File: config.mk
export PLATFORM = sky130hd
export DESIGN_NAME = mc_ctrl_unit
export DESIGN_NICKNAME = d
export VERILOG_FILES = /design/src/rtl/mc_ctrl_unit.sv
export SDC_FILE = /design/constraint.sdc
export NUM_CORES = 1
export LEC_CHECK = 0
export CORE_MARGIN = 5
export CORE_UTILIZATION = 32
export CTS_CLUSTER_SIZE = 20
export DETAILED_ROUTE_END_ITERATION = 6
export HOLD_SLACK_MARGIN = 0.03
export PLACE_DENSITY_LB_ADDON = 0.12
export SETUP_SLACK_MARGIN = 0.05
export SYNTH_ARGS = -nofsm -noshare
export SYNTH_HDL_FRONTEND = slang
export SYNTH_SLANG_ARGS = --single-unit
File: constraint.sdc
create_clock -name clk -period 6.55 [get_ports clk]
set_input_delay 0.655 -clock clk [delete_from_list [all_inputs] [get_ports clk]]
set_output_delay 0.655 -clock clk [all_outputs]
set_load 0.1 [all_outputs]
File: src/rtl/mc_ctrl_unit.sv
// Multi-cycle control unit: steps each instruction through FETCH/DECODE/EXEC/MEM/WB.
// It drives the fetch/datapath strobes and handles a data-memory wait with timeout.
module mc_ctrl_unit #(
    parameter int MEM_WAIT_MAX = 15,
    parameter int CNT_W        = 32
) (
    input  logic             clk,
    input  logic             rst,
    input  logic [31:0]      inst,
    input  logic             mem_ready,
    output logic             pc_en,
    output logic             ct_branch,
    output logic             ct_jump,
    output logic             reg_we,
    output logic [1:0]       reg_dst,
    output logic             alu_src,
    output logic             imm_zext,
    output logic [2:0]       alu_op,
    output logic             mem_re,
    output logic             mem_we,
    output logic [1:0]       wb_sel,
    output logic [31:0]      ir,
    output logic [2:0]       state,
    output logic             illegal,
    output logic             mem_err,
    output logic [CNT_W-1:0] retired_cnt
);
    typedef enum logic [2:0] {
        S_FETCH = 3'd0, S_DECODE = 3'd1, S_EXEC = 3'd2,
        S_MEM = 3'd3, S_WB = 3'd4, S_HALT = 3'd7
    } state_t;

    localparam logic [2:0] OP_ADD = 3'd0, OP_SUB = 3'd1, OP_AND = 3'd2,
                           OP_OR = 3'd3, OP_SLT = 3'd4, OP_LUI = 3'd5;
    localparam logic [7:0] WAIT_LAST = 8'(MEM_WAIT_MAX - 1);

    state_t     st;
    logic [7:0] wait_cnt;

    logic [5:0] op, funct;
    logic       is_r, r_ok, is_addi, is_andi, is_ori, is_lui;
    logic       is_lw, is_sw, is_beq, is_j, is_jal, legal;
    logic [2:0] dec_op;
    logic       dec_src, dec_zext;

    assign op      = ir[31:26];
    assign funct   = ir[5:0];
    assign is_r    = (op == 6'b000000);
    assign r_ok    = is_r && (funct == 6'b100000 || funct == 6'b100010 ||
                              funct == 6'b100100 || funct == 6'b100101 ||
                              funct == 6'b101010);
    assign is_addi = (op == 6'b001000);
    assign is_andi = (op == 6'b001100);
    assign is_ori  = (op == 6'b001101);
    assign is_lui  = (op == 6'b001111);
    assign is_lw   = (op == 6'b100011);
    assign is_sw   = (op == 6'b101011);
    assign is_beq  = (op == 6'b000100);
    assign is_j    = (op == 6'b000010);
    assign is_jal  = (op == 6'b000011);
    assign legal   = r_ok | is_addi | is_andi | is_ori | is_lui |
                     is_lw | is_sw | is_beq | is_j | is_jal;
    assign state   = st;

    always_comb begin
        dec_op   = OP_ADD;
        dec_src  = 1'b1;
        dec_zext = 1'b0;
        if (is_r) begin
            dec_src = 1'b0;
            case (funct)
                6'b100010: dec_op = OP_SUB;
                6'b100100: dec_op = OP_AND;
                6'b100101: dec_op = OP_OR;
                6'b101010: dec_op = OP_SLT;
                default:   dec_op = OP_ADD;
            endcase
        end else if (is_beq) begin
            dec_op  = OP_SUB;
            dec_src = 1'b0;
        end else if (is_andi) begin
            dec_op   = OP_AND;
            dec_zext = 1'b1;
        end else if (is_ori) begin
            dec_op   = OP_OR;
            dec_zext = 1'b1;
        end else if (is_lui) begin
            dec_op = OP_LUI;
        end
    end

    // Strobes depend only on registered state/ir (plus mem_ready for the sw handshake).
    always_comb begin
        pc_en     = 1'b0;
        ct_branch = 1'b0;
        ct_jump   = 1'b0;
        reg_we    = 1'b0;
        reg_dst   = 2'd0;
        alu_src   = 1'b0;
        imm_zext  = 1'b0;
        alu_op    = OP_ADD;
        mem_re    = 1'b0;
        mem_we    = 1'b0;
        wb_sel    = 2'd0;
        case (st)
            S_DECODE: begin
                if (is_j || is_jal) begin
                    pc_en   = 1'b1;
                    ct_jump = 1'b1;
                end
                if (is_jal) begin
                    reg_we  = 1'b1;
                    reg_dst = 2'd2;
                    wb_sel  = 2'd2;
                end
            end
            S_EXEC, S_MEM, S_WB: begin
                alu_op   = dec_op;
                alu_src  = dec_src;
                imm_zext = dec_zext;
                if (st == S_EXEC && is_beq) begin
                    ct_branch = 1'b1;
                    pc_en     = 1'b1;
                end
                if (st == S_MEM) begin
                    mem_re = is_lw;
                    mem_we = is_sw;
                    pc_en  = is_sw && mem_ready;
                end
                if (st == S_WB) begin
                    reg_we  = 1'b1;
                    pc_en   = 1'b1;
                    reg_dst = is_r ? 2'd1 : 2'd0;
                    wb_sel  = is_lw ? 2'd1 : 2'd0;
                end
            end
            default: ;
        endcase
    end

    always_ff @(posedge clk or posedge rst) begin
        if (rst) begin
            st          <= S_FETCH;
            ir          <= '0;
            wait_cnt    <= '0;
            illegal     <= 1'b0;
            mem_err     <= 1'b0;
            retired_cnt <= '0;
        end else begin
            if (pc_en) retired_cnt <= retired_cnt + CNT_W'(1);
            case (st)
                S_FETCH: begin
                    ir <= inst;
                    st <= S_DECODE;
                end
                S_DECODE: begin
                    if (!legal) begin
                        illegal <= 1'b1;
                        st      <= S_HALT;
                    end else if (is_j || is_jal) st <= S_FETCH;
                    else st <= S_EXEC;
                end
                S_EXEC: begin
                    if (is_beq) st <= S_FETCH;
                    else if (is_lw || is_sw) st <= S_MEM;
                    else st <= S_WB;
                end
                S_MEM: begin
                    // A ready in the final allowed cycle still completes the access.
                    if (mem_ready) begin
                        wait_cnt <= '0;
                        st       <= is_lw ? S_WB : S_FETCH;
                    end else if (wait_cnt == WAIT_LAST) begin
                        wait_cnt <= '0;
                        mem_err  <= 1'b1;
                        st       <= S_HALT;
                    end else wait_cnt <= wait_cnt + 8'd1;
                end
                S_WB:    st <= S_FETCH;
                S_HALT:  st <= S_HALT;
                default: st <= S_HALT;
            endcase
        end
    end
endmodule

==> impl_metrics.py <==
metrics = {
    "placement": {
        "place.gp.congestion": 0.803,
        "place_hpwl_um": 6590,
        "port_buffers": 118,
    },
    "job": {
        "maxCapViolations": 0,
    },
    "die": {
        "die_h_um": 118,
        "rows": 39,
        "dieArea_mm2": 0.0140,
        "pin_count": 119,
        "die_w_um": 118,
        "start_util": 0.328,
        "core_mm2": 0.0115,
    },
    "logic_synthesis": {
        "synth-seq-cells": 77,
        "synthCells": 330,
        "synth_top_area_share": 0.512,
        "synth_edf_count": 0,
        "synth_area_leaders": "dfrtp_1 (51%), mux2_2 (9.0%), xnor2_1 (7.0%), nand4_1 (3.3%), nand3_1 (2.3%)",
        "syn_area_per_cell_um2": 11.4,
        "syn_nets": 368,
        "synth.largest_area_cell": "dfrtp_1",
        "ys_types": 50,
        "synth_warnings": 0,
        "synthFlopType": "dfrtp_1",
        "seq_area_frac_synth": 0.512,
        "synth_area_mm2": 0.00376,
        "synth_async_sr_flop_share": 1.00,
    },
    "global_route": {
        "grt_max_degree": 78,
        "antenna_found_initial": 0,
        "grt_use_total": 0.135,
        "overflow": 0,
        "grt_pass1_vias": 2993,
        "grt_pass1_wl_um": 15600,
    },
    "layout": {
        "fin_nets": 483,
        "final_layout_size_suffix_gt1_frac": 0.149,
        "area_growth_pct": 42.3,
        "num_antenna_cells": 0,
    },
    "clocking": {
        "clkTransAtPathRegs_ns": 0.06,
        "clk_latency_ns": 0.33,
        "cts_resized": 0,
        "cts_hold_buf": 0,
        "cts_made_buffers": 9,
        "post_cts_buffers": 0,
        "cts.htree.levels": 3,
        "cts.sinks": 77,
        "root_buffer": "clkbuf_16",
        "cts_tree": "yes",
        "clockBufferDepth": 2,
    },
    "worst_setup_path": {
        "cp_slowest_stage_delay_ns": 1.24,
        "cpLargestDelayFamily": "buffers and inverters",
        "crit_top_cell": "clkdlybuf4s50_1",
        "critPathBufInv": 2,
        "path_max_fanout": 18,
        "crit_chain": "clkdlybuf4s50_1 -> nand2_1 -> or4_4 -> nand4_2 -> clkdlybuf4s50_1",
        "required_ns": 5.89,
        "start_kind": "input pin",
        "setup.worst_path.class": "in -> out",
        "worstSetupEndpointType": "primary output",
        "crit_arrival_ns": 3.51,
        "cp_slowest_cell": "clkdlybuf4s50_1",
    },
    "sta": {
        "clock_skew_ns": 0.00792,
        "slew_viol_final": 0,
        "setup_viol_count_final": 0,
        "slew_headroom": 0.325,
        "period_needed_ns": 4.17,
        "rsz0062_at_grt": "false",
        "tightest_slew_ns": 1.01,
        "fin_tns_setup_ns": 0,
        "fin_crit_sh": 0.636,
        "final_hold_viol_count": 0,
        "max_freq_mhz": 240,
    },
    "pwr": {
        "max-vdd-ir-drop_mv": 0.309,
        "power_mw": 2.82,
        "cellLeakagePower_nw": 2.23,
        "power_density_mw_per_mm2": 527,
    },
    "routing": {
        "detail-route-antenna-nets": 0,
        "routedWlPerCell_um": 15.8,
        "routed_wl_um": 9390,
        "viasPerCell": 4.92,
        "drc": 0,
        "vias": 2919,
        "drt_iter0_drc": 120,
        "first_pass_iters": 4,
    },
    "run_status": {
        "status": "finished clean",
    },
    "hold_path": {
        "hp-class": "reg -> reg",
    },
}
placed cells by master (no fill, tap or decap), drive strengths merged, types with 3 or more instances in the layout:
| master | synthesis | routed |
|---|---|---|
| xnor2 | 30 | 30 |
| dfrtp | 77 | 77 |
| inv | 10 | 10 |
| and3 | 10 | 10 |
| ha | 3 | 3 |
| clkbuf | 7 | 10 |
| clkinv | 0 | 4 |
| nand2b | 4 | 4 |
| nand2 | 19 | 19 |
| a21oi | 10 | 10 |
| clkdlybuf4s50 | 0 | 118 |
| and2 | 5 | 5 |
| nor3 | 10 | 10 |
| nor2 | 15 | 15 |
| mux2 | 30 | 30 |
| nand3 | 18 | 18 |
| o21ai | 15 | 15 |
| and4 | 4 | 4 |
| nand4 | 24 | 24 |
path summary, 6_finish.rpt:
path,startpoint,end,slack [ns],cells after the start
setup / recovery,mem_ready,pc_en,2.38,5
hold / removal,illegal,illegal,0.46,1
setup reg to reg,state[1],retired_cnt[31],4.04,5
hold reg to reg,illegal,illegal,0.46,1
max in group asynchronous,rst,retired_cnt[31],4.96,3
min in group asynchronous,rst,ir[22],0.94,3
worst reg2reg max path: cells and delay by family (launching register included):
kind / cells / cell delay, ns
flops: 1 / 0.68
compound gates: 1 / 0.54
xor+xnor: 1 / 0.17
simple gates: 3 / 1.01
logic make-up after synthesis:
| group | after synthesis | share of synthesized area |
|---|---|---|
| DFF | 77 | 0.512 |
| buffers and inverters | 26 | 0.0379 |
| muxes | 31 | 0.0924 |
| AOI/OAI and AO/OA | 37 | 0.0638 |
| and+or+nand+nor | 124 | 0.210 |
| xor gates and xnor gates | 32 | 0.0744 |
| adders and majority gates | 3 | 0.00997 |
registers in the layout, indices dropped and copies added (netlist names):
name	cells
retired_cnt	32
state	3
illegal	1
ir	32
wait_cnt	8
mem_err	1
metrics by stage:
| step | instance area [um2] | setup slack (ns) | hold slack (ns) | std cells | util |
|---|---|---|---|---|---|
| 5_1_grt | 5360 | 2.26 | 0.480 | 593 | 0.467 |
| 3_5_place_dp | 5040 | 2.41 | 0.459 | 577 | 0.440 |
| 6_report | 5360 | 2.38 | 0.464 | 593 | 0.467 |
| 4_1_cts | 5360 | 2.40 | 0.473 | 593 | 0.467 |
| 3_3_place_gp | 5040 | 2.43 | 0.464 | 577 | 0.440 |
| 2_1_floorplan | 3760 | 1.36 | 0.451 | 330 | - |
cell usage after synthesis (all sizes together) (2+ instances only):
cell    count
nor3       10
mux2       30
o21bai      2
inv        10
and4        4
buf         9
ha          3
nor4b       2
o21ai      15
nand4      24
nor2       15
and2        5
clkbuf      7
and3       10
a21oi      10
xnor2      30
nand2b      4
nor4        2
nand2      19
dfrtp      77
or2         2
nor2b       2
nand3      18
xor2        2
per-layer routing:
layer	GRT usage	wire, um
met5	0	0
met4	0.0510	131
met3	0.0363	592
met2	0.210	4340
met1	0.180	4320
final cells by class:
class,count,area [um2]
repair buffers,120,1200
well taps,143,179
inverters,10,37.5
multi-input cells,227,1700
flip-flops and latches,77,1930
clock buffers,10,229
fillers,1071,6110
clock inverters,6,87.6
report_power, final:
part	switching, mW	internal [mW]	total, mW
logic	1.16	0.379	1.54
clock network	0.197	0.334	0.531
registers	0.149	0.602	0.751
total	1.51	1.31	2.82
No activity file was read; power rests on OpenSTA's default activity.
